==> src/rtl/alu_arbiter_if.sv <==
// Request/response and shared-ALU bundle for alu_arbiter.
// master = requesters plus external ALU, slave = arbiter.
interface alu_arbiter_if #(
  parameter int XLEN = 32,
  parameter int CNTW = 16
);
  logic [1:0]      req_valid;
  logic [1:0]      req_ready;
  logic [7:0]      req_op;
  logic [2*XLEN-1:0] req_a;
  logic [2*XLEN-1:0] req_b;
  logic [1:0]      resp_valid;
  logic [1:0]      resp_ready;
  logic [XLEN-1:0] resp_data;
  logic [3:0]      alu_op;
  logic [XLEN-1:0] alu_a;
  logic [XLEN-1:0] alu_b;
  logic [XLEN-1:0] alu_result;
  logic [CNTW-1:0] accept_cnt;

  modport master (
    output req_valid, req_op, req_a, req_b,
    output resp_ready, alu_result,
    input  req_ready, resp_valid, resp_data,
    input  alu_op, alu_a, alu_b, accept_cnt
  );

  modport slave (
    input  req_valid, req_op, req_a, req_b,
    input  resp_ready, alu_result,
    output req_ready, resp_valid, resp_data,
    output alu_op, alu_a, alu_b, accept_cnt
  );
endinterface

==> src/rtl/alu_arbiter.sv <==
// Two-requester arbiter for one shared combinational ALU.
// Result is registered and held for its owner until consumed.
module alu_arbiter #(
  parameter int XLEN = 32,
  parameter int CNTW = 16
) (
  input  logic         clk,
  input  logic         reset_n,
  alu_arbiter_if.slave bus
);

  typedef enum logic {IDLE, HOLD} state_t;

  state_t          state_q, state_d;
  logic            owner_q;
  logic            prio_q;
  logic [XLEN-1:0] data_q;
  logic [CNTW-1:0] cnt_q;

  logic gnt_vld;
  logic g;
  logic can_accept;
  logic accept;

  // Grant select: single requester wins, tie goes to prio.
  always_comb begin
    gnt_vld = |bus.req_valid;
    g       = 1'b0;
    unique case (1'b1)
      (bus.req_valid == 2'b10): g = 1'b1;
      (bus.req_valid == 2'b11): g = prio_q;
      default:                  g = 1'b0;
    endcase
  end

  // Next state; a held result frees the slot when consumed.
  always_comb begin
    state_d    = state_q;
    can_accept = (state_q == IDLE) ||
                 bus.resp_ready[owner_q];
    accept     = gnt_vld && can_accept;
    if (accept)
      state_d = HOLD;
    else if (state_q == HOLD && bus.resp_ready[owner_q])
      state_d = IDLE;
  end

  // State register.
  always_ff @(posedge clk or negedge reset_n) begin
    if (!reset_n)
      state_q <= IDLE;
    else
      state_q <= state_d;
  end

  // Capture result, owner and rotate priority on accept.
  always_ff @(posedge clk or negedge reset_n) begin
    if (!reset_n) begin
      data_q  <= '0;
      owner_q <= 1'b0;
      prio_q  <= 1'b0;
      cnt_q   <= '0;
    end else if (accept) begin
      data_q  <= bus.alu_result;
      owner_q <= g;
      prio_q  <= ~g;
      cnt_q   <= cnt_q + CNTW'(1);
    end
  end

  assign bus.req_ready  = accept ? {g, ~g} : 2'b00;
  assign bus.alu_op     = !gnt_vld ? 4'h0 :
                          g ? bus.req_op[7:4] :
                              bus.req_op[3:0];
  assign bus.alu_a      = !gnt_vld ? '0 :
                          g ? bus.req_a[2*XLEN-1:XLEN] :
                              bus.req_a[XLEN-1:0];
  assign bus.alu_b      = !gnt_vld ? '0 :
                          g ? bus.req_b[2*XLEN-1:XLEN] :
                              bus.req_b[XLEN-1:0];
  assign bus.resp_valid = (state_q == HOLD) ?
                          {owner_q, ~owner_q} : 2'b00;
  assign bus.resp_data  = data_q;
  assign bus.accept_cnt = cnt_q;

endmodule
==> src/flat_wrapper.sv <==
// flat-port wrapper written by rule: the top's interface ports become plain ports
module alu_arbiter_flat 
#(
  parameter int XLEN = 32,
  parameter int CNTW = 16
)
  (clk, reset_n, bus_req_valid, bus_req_op, bus_req_a, bus_req_b, bus_resp_ready, bus_alu_result, bus_req_ready, bus_resp_valid, bus_resp_data, bus_alu_op, bus_alu_a, bus_alu_b, bus_accept_cnt);
  alu_arbiter_if #(.XLEN(XLEN), .CNTW(CNTW)) bus_i ();
  input  logic clk;
  input  logic reset_n;
  input wire logic [$bits(bus_i.req_valid)-1:0] bus_req_valid;
  input wire logic [$bits(bus_i.req_op)-1:0] bus_req_op;
  input wire logic [$bits(bus_i.req_a)-1:0] bus_req_a;
  input wire logic [$bits(bus_i.req_b)-1:0] bus_req_b;
  input wire logic [$bits(bus_i.resp_ready)-1:0] bus_resp_ready;
  input wire logic [$bits(bus_i.alu_result)-1:0] bus_alu_result;
  output wire logic [$bits(bus_i.req_ready)-1:0] bus_req_ready;
  output wire logic [$bits(bus_i.resp_valid)-1:0] bus_resp_valid;
  output wire logic [$bits(bus_i.resp_data)-1:0] bus_resp_data;
  output wire logic [$bits(bus_i.alu_op)-1:0] bus_alu_op;
  output wire logic [$bits(bus_i.alu_a)-1:0] bus_alu_a;
  output wire logic [$bits(bus_i.alu_b)-1:0] bus_alu_b;
  output wire logic [$bits(bus_i.accept_cnt)-1:0] bus_accept_cnt;
  assign bus_i.req_valid = bus_req_valid;
  assign bus_i.req_op = bus_req_op;
  assign bus_i.req_a = bus_req_a;
  assign bus_i.req_b = bus_req_b;
  assign bus_i.resp_ready = bus_resp_ready;
  assign bus_i.alu_result = bus_alu_result;
  assign bus_req_ready = bus_i.req_ready;
  assign bus_resp_valid = bus_i.resp_valid;
  assign bus_resp_data = bus_i.resp_data;
  assign bus_alu_op = bus_i.alu_op;
  assign bus_alu_a = bus_i.alu_a;
  assign bus_alu_b = bus_i.alu_b;
  assign bus_accept_cnt = bus_i.accept_cnt;
  alu_arbiter #(.XLEN(XLEN), .CNTW(CNTW)) u_core (.clk(clk), .reset_n(reset_n), .bus(bus_i));
endmodule
==> config.mk <==
export PLATFORM = sky130hd
export DESIGN_NAME = alu_arbiter_flat
export DESIGN_NICKNAME = d
export VERILOG_FILES = /design/src/rtl/alu_arbiter_if.sv /design/src/rtl/alu_arbiter.sv /design/src/flat_wrapper.sv
export SDC_FILE = /design/constraint.sdc
export NUM_CORES = 1
export LEC_CHECK = 0
export ABC_AREA = 1
export ABC_CLOCK_PERIOD_IN_PS = 3860
export BUFFER_PORTS_ARGS = -buffer_cell sky130_fd_sc_hd__buf_2
export CORE_AREA = 2 2 114 116
export DETAILED_ROUTE_END_ITERATION = 7
export DIE_AREA = 0 0 116 118
export PLACE_DENSITY = 0.64
export SLEW_MARGIN = 30
export SYNTH_ARGS = -nofsm -noshare
export SYNTH_HDL_FRONTEND = slang
export SYNTH_SLANG_ARGS = --single-unit
==> constraint.sdc <==
create_clock -name clk -period 3.86 [get_ports clk]
set_input_delay 1.158 -clock clk [delete_from_list [all_inputs] [get_ports clk]]
set_output_delay 1.158 -clock clk [all_outputs]
set_load 0.01 [all_outputs]
==> results of run 1 <==
worst register-to-register path: stages (launching register included):
cell     delay (ps)
dfrtp_1         390
inv_1            70
nand2_1          70
nand3_2          90
nand2_4         130
buf_4           450
inv_2           420
nand2_1         180
nand2_1          60
per-stage QoR:
stage	hold WS (ps)	util, %	instance area (um2)
after floorplan	473	-	3300
after global placement	459	38.7	4800
after detailed placement	461	38.7	4800
after CTS	480	39.8	4940
after global routing	498	39.8	4940
final	473	39.8	4940
power by group through the flow:
stage / Combinational (mW) / Clock (mW) / Sequential [mW]
after floorplan: 0.695 / 0 / 1.00
after global placement: 1.28 / 0 / 0.917
after detailed placement: 1.30 / 0 / 0.910
after CTS: 1.29 / 0.438 / 0.911
after global routing: 1.43 / 0.460 / 0.942
final: 1.28 / 0.425 / 0.910
sequential cells by signal, indices dropped and copies added (netlist names):
signal                 flops
u_core.bus.resp_data      32
u_core.state_q             1
u_core.owner_q             1
u_core.prio_q              1
u_core.bus.accept_cnt     16
worst max path at each step:
stage                                start            end  slack (ps)  depth (start not counted)
after global placement    bus_req_valid[0]  bus_alu_op[1]         340                          8
after floorplan           bus_req_valid[0]  bus_alu_b[16]         700                          7
after CTS                 bus_req_valid[0]  bus_alu_op[1]         280                          8
after detailed placement  bus_req_valid[0]  bus_alu_op[1]         280                          8
final                     bus_req_valid[0]  bus_alu_op[1]         320                          8
after global routing      bus_req_valid[0]  bus_alu_op[1]         170                          8
per-layer routing:
metal / global-route usage, % / wire length, um / share of wire (%) / vias to the layer above
met5: 0 / 0 / 0 / -
li1: - / - / - / 2081
met2: 31.1 / 6230 / 47 / 172
met4: 4.09 / 217 / 1.6 / 0
met1: 23.7 / 5670 / 43 / 1788
met3: 3.60 / 1110 / 8.4 / 16
layout by cell type, fill, tap and decap left out, types with 2 or more instances in the layout:
cell type	n
nor2_2	2
nand3b_1	6
inv_2	3
buf_2	293
buf_4	3
nand2_1	282
nand3_1	4
nor3_1	2
dfrtp_1	51
clkbuf_16	5
buf_12	3
xor2_1	5
nor2_4	2
nand4_1	2
o21ai_0	19
nor2_1	12
o21ai_1	50
inv_1	10
xnor2_1	3
cell type report:
class	instances	area, um2
fillers	1372	7470
multi-input cells	395	1710
repair buffers	299	1550
flip-flops and latches	51	1280
well taps	172	215
clock buffers	6	129
inverters	13	48.8
clock inverters	2	12.5
diodes	1	2.50
cells by family after synthesis:
kind of cell / after synthesis / share of synthesized area, %
simple gates: 316 / 38.6
compound gates: 70 / 10.7
flops: 51 / 38.7
buf+inv: 44 / 9.42
xor+xnor: 8 / 2.13
fa+ha+maj: 1 / 0.380
==> flow_metrics.py, run 1 <==
metrics = {
    "status": {
        "status": "complete, no violations",
    },
    "worst_setup_path": {
        "required_ps": 2700,
        "worstSetupPathType": "in -> out",
        "slowest_delay_ps": 330,
        "startpoint_type": "primary input",
        "crit_chain": "buf_2, inv_2, nor2_2, nor2_4, buf_12, nand2_1, o21ai_0, buf_2",
        "crit_fanout": 86,
        "cp.arrival_ps": 2390,
        "cp_top_family": "buffers and inverters",
        "crit_path_frequent_cell": "buf_2",
        "r2r_slack_ps": 1910,
        "end_kind": "output port",
        "rr_endpoint": "u_core.bus.accept_cnt[8]",
        "reg2reg_from": "u_core.owner_q",
        "crit_buf_inv": 4,
        "reg2regPathDepth": 8,
        "slowest_stage": "buf_12",
    },
    "synth": {
        "syn_area_per_cell_um2": 6.73,
        "synthArstFlopShare_pct": 100,
        "yosysSeqAreaShare_pct": 38.7,
        "ys_top_cells_by_area": "dfrtp_1 39%, nand2_1 32%, o21ai_1 7.6%",
        "synth_top_cell_by_area": "dfrtp_1",
        "yosys_warnings": 0,
        "synth_nets": 665,
        "synth_top_area_share_pct": 38.7,
        "yosys-top-cells-count": "282 x nand2_1, 51 x dfrtp_1, 50 x o21ai_1",
        "ys_ff_latch": 51,
        "syn_inst": 490,
        "yosysMostFrequentCell": "nand2_1",
        "synth_cell_types": 26,
        "synth-main-ff-cell": "dfrtp_1",
        "synth_area_mm2": 0.00330,
        "synth-edff-count": 0,
    },
    "placed_design": {
        "portBuffers": 293,
        "dp_slack_ps": 282,
        "place.gp.congestion": 0.876,
        "dp_hpwl_um": 10800,
        "dp_cells": 930,
    },
    "die": {
        "die_y_um": 118,
        "die_x_um": 116,
        "core_mm2": 0.0124,
        "dieArea_mm2": 0.0137,
        "rows": 41,
        "initial_core_util_pct": 26.5,
        "ios": 294,
    },
    "sta": {
        "relSlewSlack_pct": 58.3,
        "worst_slew_pin_slew_ps": 625,
        "min_period_ps": 3540,
        "rsz0062_at_grt": "false",
        "setup_viol": 0,
        "hold_violations": 0,
        "max_freq_mhz": 282,
        "period_share_pct": 91.8,
        "tns_ps": 0,
        "setup_ws_ps": 315,
        "drv_slew": 0,
        "finClkSkew_ps": 6.90,
    },
    "layout": {
        "area_delta_synth_final_pct": 50.0,
        "nNetsFinal": 940,
        "instances_no_fill": 939,
        "drive_above_1_share_pct": 41.4,
    },
    "clocking": {
        "cts_setup_buffers": 0,
        "clk_pin_slew_ps": 60,
        "holdBufCountCts": 0,
        "cts_tree": "built",
        "clockBufferDepth": 2,
        "cts_buffers": 5,
        "cts_sinks": 51,
        "cts_root_buffer": "clkbuf_16",
        "h-tree-depth": 2,
        "clk_latency_ps": 280,
        "postCtsResizedCells": 0,
    },
    "routing": {
        "drt_pre_antenna_iters": 4,
        "num_vias": 4057,
        "drtIter0Drc": 262,
        "drc": 0,
        "viasPerCell": 4.32,
        "ant_nets": 0,
        "routedWlPerCell_um": 14.1,
        "drt-total-wl_um": 13200,
    },
    "power": {
        "power_mw": 2.61,
        "p_sw_mw": 1.12,
        "switching_share_pct": 42.9,
        "cellPowerDensity_mw_per_mm2": 529,
        "p_seq_share_pct": 34.8,
        "power.internal_mw": 1.49,
        "p_leak_nw": 2.89,
        "pwr-share-comb_pct": 48.9,
        "irDropWorstVdd_uv": 329,
        "clkPwrFrac_pct": 16.3,
    },
    "global_routing": {
        "gr-usage-all-layers_pct": 18.3,
        "grt_pass1_wl_um": 19400,
        "overflow": 0,
        "antenna_found_initial": 1,
        "grt_pass1_vias": 3602,
        "grt_max_degree": 87,
    },
    "worst_hold_path": {
        "hold_path_depth": 2,
        "min_path_type": "reg -> reg",
        "hold_path_end": "u_core.bus.resp_data[14]",
        "min_from": "u_core.bus.resp_data[14]",
    },
    "job": {
        "max-cap-violations": 0,
    },
}
No activity file was read; power rests on OpenSTA's default activity.
==> inputs of run 2 (changes only) <==
Settings changed: PLACE_DENSITY 0.64 to 0.57.
==> flow_metrics.py, run 2 (synthesis results as in run 1) <==
metrics = {
    "sta": {
        "min_period_ps": 3490,
        "setup_ws_ps": 368,
        "hold_violations": 0,
        "drv_slew": 0,
        "worst_slew_pin_slew_ps": 647,
        "finClkSkew_ps": 4.53,
        "fin_hold_ws_ps": 477,
        "max_freq_mhz": 286,
        "tns_ps": 0,
        "relSlewSlack_pct": 56.8,
        "rsz0062_at_grt": "false",
        "period_share_pct": 90.5,
        "setup_viol": 0,
    },
    "die": {
        "core_mm2": 0.0124,
        "initial_core_util_pct": 26.5,
        "rows": 41,
        "ios": 294,
        "dieArea_mm2": 0.0137,
        "die_x_um": 116,
        "die_y_um": 118,
    },
    "routing": {
        "top_layer_used": "met5",
        "num_vias": 3952,
        "ant_nets": 0,
        "m1WireLength_um": 5090,
        "route.met3.wl_um": 1310,
        "drt_pre_antenna_iters": 4,
        "drtIter0Drc": 157,
        "drt-total-wl_um": 12300,
        "viasPerCell": 4.19,
        "drc": 0,
        "detailroute.wirelength.met2_um": 5650,
        "routedWlPerCell_um": 13.0,
    },
    "worst_setup_path": {
        "crit_chain": "buf_2, inv_2, nor2_2, nor2_4, buf_12, nand2_1, o21ai_0, buf_2",
        "rr_endpoint": "u_core.bus.resp_data[0]",
        "crit_fanout": 67,
        "crit_buf_inv": 4,
        "required_ps": 2700,
        "cp.arrival_ps": 2330,
        "startpoint_type": "primary input",
        "worstSetupPathType": "in -> out",
        "cp_top_family": "buffers and inverters",
        "slowest_stage": "nor2_4",
        "reg2regPathDepth": 8,
        "r2r_slack_ps": 1860,
        "end_kind": "output port",
        "slowest_delay_ps": 280,
        "crit_path_frequent_cell": "buf_2",
        "reg2reg_from": "u_core.owner_q",
    },
    "layout": {
        "area_delta_synth_final_pct": 52.0,
        "nNetsFinal": 942,
        "multiInputGateArea_mm2": 0.00171,
        "nFillCells": 1397,
        "seq_area_mm2": 0.00128,
        "final_cell_mix": "293 x buf_2, 282 x nand2_1, 51 x dfrtp_1, 50 x o21ai_1, 19 x o21ai_0",
        "final_common_cell": "buf_2",
        "largest_reg_flops": 32,
        "drive_above_1_share_pct": 41.5,
    },
    "clocking": {
        "cts_setup_buffers": 0,
        "cts_buffers": 5,
        "cts_tree": "built",
        "clk_pin_slew_ps": 60,
        "clockBufferDepth": 2,
        "h-tree-depth": 2,
        "clk_latency_ps": 290,
        "cts_root_buffer": "clkbuf_16",
        "cts_sinks": 51,
        "holdBufCountCts": 0,
        "postCtsResizedCells": 0,
    },
    "placed_design": {
        "dp_hpwl_um": 9690,
        "portBuffers": 293,
        "dp_slack_ps": 365,
        "place.gp.congestion": 0.831,
    },
    "global_routing": {
        "grt_max_degree": 69,
        "grt_pass1_wl_um": 19200,
        "gr-usage-all-layers_pct": 17.7,
        "grt_pass1_vias": 3710,
        "antenna_found_initial": 4,
        "overflow": 0,
    },
    "worst_hold_path": {
        "hold_path_end": "u_core.bus.resp_data[11]",
        "min_path_type": "reg -> reg",
        "min_from": "u_core.bus.resp_data[11]",
        "hold_path_depth": 2,
    },
    "power": {
        "p_leak_nw": 2.93,
        "cellPowerDensity_mw_per_mm2": 547,
        "power_mw": 2.74,
        "irDropWorstVdd_uv": 353,
    },
    "job": {
        "max-cap-violations": 0,
    },
    "status": {
        "status": "complete, no violations",
    },
}
==> run 2: changes by cell type in the layout (fill, tap and decap cells not counted), sizes merged <==
| cell | previous run | this run |
|---|---|---|
| clkinvlp | 1 | 0 |
| buf | 299 | 301 |
| bufinv | 0 | 2 |
| clkinv | 1 | 0 |
| diode | 1 | 3 |
==> run 2: how the worst max path moves through the flow <==
stage,startpoint,to,cells past startpoint
3_5_place_dp,bus_req_valid[0],bus_alu_b[2],8
5_1_grt,bus_req_valid[0],bus_alu_a[14],8
2_1_floorplan,bus_req_valid[0],bus_alu_b[16],7
3_3_place_gp,bus_req_valid[0],bus_alu_b[3],8
4_1_cts,bus_req_valid[0],bus_alu_b[2],8
6_report,bus_req_valid[0],bus_alu_b[2],8
==> run 2: where the power goes <==
group          internal [mW]  switching (mW)  leakage, nW
clock                  0.372           0.193       0.0911
combinational          0.502           0.760         2.21
sequential             0.756           0.159        0.629
total                   1.63            1.11         2.93
==> run 2: metal layers <==
layer	GRT usage (%)	up-vias
li1	-	2091
met3	6.85	19
met4	5.95	2
met2	28.6	173
met5	0	-
met1	21.4	1667
==> run 2: area by class of cell <==
| class | instances | share of cell area [%] |
|---|---|---|
| Clock inverter | 2 | 1.20 |
| Timing Repair Buffer | 301 | 31.2 |
| Tap cell | 172 | 4.30 |
| Sequential cell | 51 | 25.5 |
| Antenna cell | 3 | 0.150 |
| Clock buffer | 6 | 2.57 |
| Inverter | 13 | 0.974 |
| Multi-Input combinational cell | 395 | 34.1 |
==> run 2: worst reg2reg max path, cell delays in order, from the launching register on <==
cell and delay [ps]:
dfrtp_1 380, inv_1 70, nand2_1 70, nand3_2 90, nand2_4 120, buf_4 440
inv_2 450, nand2_1 210, nand2_1 60
==> run 2: metrics by stage <==
step	area, um2	instances	utilization [%]
3_5_place_dp	4810	932	38.8
4_1_cts	5000	940	40.3
2_1_floorplan	3300	490	-
6_report	5010	943	40.4
5_1_grt	5010	942	40.3
3_3_place_gp	4810	932	38.8
==> inputs of run 3 (changes only) <==
Settings changed: ABC_AREA 1 to unset, PLACE_DENSITY 0.57 to 0.55.
==> flow_metrics.py, run 3 <==
metrics = {
    "routing": {
        "ant_nets": 0,
        "drtIter0Drc": 170,
        "viasPerCell": 4.39,
        "drt_pre_antenna_iters": 5,
        "num_vias": 3610,
        "routedWlPerCell_um": 13.2,
        "drt-total-wl_um": 10900,
        "drc": 0,
    },
    "clocking": {
        "postCtsResizedCells": 0,
        "clockBufferDepth": 2,
        "clk_latency_ps": 290,
        "cts_sinks": 51,
        "holdBufCountCts": 0,
        "cts_tree": "built",
        "clk_pin_slew_ps": 70,
        "h-tree-depth": 2,
        "cts_buffers": 5,
        "cts_root_buffer": "clkbuf_16",
        "cts_setup_buffers": 0,
    },
    "synth": {
        "synth-edff-count": 0,
        "yosys_warnings": 0,
        "yosysMostFrequentCell": "nand2_1",
        "synth_nets": 546,
        "yosys-top-cells-count": "145 x nand2_1, 75 x nand3_1, 51 x dfrtp_1",
        "synth_top_cell_by_area": "dfrtp_1",
        "synthArstFlopShare_pct": 100,
        "yosysSeqAreaShare_pct": 42.0,
        "syn_inst": 371,
        "synth_area_mm2": 0.00304,
        "synth_cell_types": 29,
        "synth_top_area_share_pct": 42.0,
        "ys_ff_latch": 51,
        "synth-main-ff-cell": "dfrtp_1",
        "syn_area_per_cell_um2": 8.19,
        "ys_top_cells_by_area": "dfrtp_1 42%, nand2_1 18%, nand3_1 12%",
    },
    "worst_setup_path": {
        "startpoint_type": "primary input",
        "worstSetupPathType": "in -> out",
        "cp.arrival_ps": 2310,
        "crit_fanout": 44,
        "reg2regPathDepth": 5,
        "slowest_stage": "buf_4",
        "rr_endpoint": "u_core.bus.accept_cnt[3]",
        "slowest_delay_ps": 420,
        "crit_buf_inv": 4,
        "required_ps": 2700,
        "reg2reg_from": "u_core.owner_q",
        "end_kind": "output port",
        "r2r_slack_ps": 2040,
        "cp_top_family": "buffers and inverters",
        "crit_chain": "buf_2, buf_4, buf_4, nand3_1, nand2_1, buf_2",
    },
    "layout": {
        "largest_reg_flops": 32,
        "antennaDiodeCount": 0,
        "fin_area_mm2": 0.00484,
        "final_common_cell": "buf_2",
        "nNetsFinal": 825,
        "area_delta_synth_final_pct": 59.5,
        "final_cell_mix": "293 x buf_2, 145 x nand2_1, 75 x nand3_1, 51 x dfrtp_1, 28 x mux2_2",
        "drive_above_1_share_pct": 52.8,
        "nFillCells": 1311,
    },
    "global_routing": {
        "grt_pass1_vias": 3275,
        "grt_pass1_wl_um": 16400,
        "overflow": 0,
        "grt_max_degree": 70,
        "antenna_found_initial": 0,
        "gr-usage-all-layers_pct": 14.7,
    },
    "sta": {
        "drv_slew": 0,
        "min_period_ps": 3470,
        "period_share_pct": 89.9,
        "max_freq_mhz": 288,
        "rsz0062_at_grt": "false",
        "setup_viol": 0,
        "tns_ps": 0,
        "relSlewSlack_pct": 54.4,
        "hold_violations": 0,
        "worst_slew_pin_slew_ps": 684,
        "finClkSkew_ps": 5.50,
    },
    "power": {
        "p_leak_nw": 2.77,
        "cellPowerDensity_mw_per_mm2": 454,
        "irDropWorstVdd_uv": 277,
    },
    "worst_hold_path": {
        "hold_path_end": "u_core.bus.accept_cnt[15]",
        "min_path_type": "reg -> reg",
        "min_from": "u_core.bus.accept_cnt[15]",
        "hold_path_depth": 1,
    },
    "placed_design": {
        "dp_hpwl_um": 8680,
        "place_area_mm2": 0.00467,
        "portBuffers": 293,
        "place.gp.congestion": 0.829,
    },
    "die": {
        "die_y_um": 118,
        "die_x_um": 116,
        "initial_core_util_pct": 24.5,
        "dieArea_mm2": 0.0137,
        "core_mm2": 0.0124,
        "ios": 294,
        "rows": 41,
    },
    "job": {
        "max-cap-violations": 0,
    },
    "status": {
        "status": "complete, no violations",
    },
}
[run 3: changes by cell type in the layout (fill, tap and decap cells not counted), moves of 3 or more]
| cell | delta |
|---|---|
| diode_2 | -3 |
| inv_1 | -9 |
| inv_2 | -3 |
| mux2_1 | +6 |
| mux2_2 | +28 |
| nand2_1 | -137 |
| nand3_1 | +71 |
| nand3b_1 | -6 |
| nor2_1 | -9 |
| o21ai_0 | -19 |
| o21ai_1 | -50 |
| xnor2_1 | +9 |
[run 3: worst max path at each step]
stage	depth (start not counted)	to	slack, ps	from
2_1_floorplan	8	bus_alu_a[24]	530	bus_req_valid[0]
3_3_place_gp	6	bus_alu_op[1]	420	bus_req_valid[0]
3_5_place_dp	6	bus_alu_a[28]	380	bus_req_valid[0]
4_1_cts	6	bus_alu_a[28]	380	bus_req_valid[0]
5_1_grt	6	bus_alu_a[27]	270	bus_req_valid[0]
6_report	6	bus_alu_a[28]	390	bus_req_valid[0]
[run 3: through the flow]
step	std cells	total power, mW	hold WS [ps]	worst slack (ps)	utilization, %
after floorplan	371	1.29	491	532	-
after global placement	815	1.70	457	422	37.6
after detailed placement	815	1.72	466	383	37.6
after CTS	823	2.24	478	384	39.0
after global routing	823	2.36	512	269	39.0
final	823	2.20	479	392	39.0
[run 3: layout make-up]
| cell class | count | area [um2] | area share [%] |
|---|---|---|---|
| Multi-Input combinational cell | 292 | 1640 | 33.9 |
| Timing Repair Buffer | 299 | 1540 | 31.7 |
| Sequential cell | 51 | 1280 | 26.3 |
| Tap cell | 172 | 215 | 4.44 |
| Clock buffer | 5 | 125 | 2.58 |
| Clock inverter | 3 | 46.3 | 0.956 |
| Inverter | 1 | 3.75 | 0.0775 |
[run 3: kinds of logic (layout without fill, tap and decap cells)]
group           Yosys count  in the layout  synth area share [%]
buf+inv                  28            308                  4.37
simple gates            235            235                  33.4
fa+ha+maj                 1              1                 0.412
xor+xnor                 15             15                  4.32
mux                      35             35                  13.3
compound gates            6              6                  2.18
flops                    51             51                  42.0
[run 3: power by group]
part           switching (mW)  internal [mW]  total (mW)  leakage, nW
Sequential              0.108          0.678       0.786        0.616
Combinational           0.478          0.428       0.906         2.07
Clock                   0.198          0.308       0.506       0.0804
Total                   0.783           1.41        2.20         2.77
[run 3: metal layers]
layer	routed length [um]	up-vias	GRT usage, %
met3	1040	6	3.50
met4	65	0	2.01
li1	-	1782	-
met5	0	-	0
met1	4130	1648	17.6
met2	5650	174	27.0
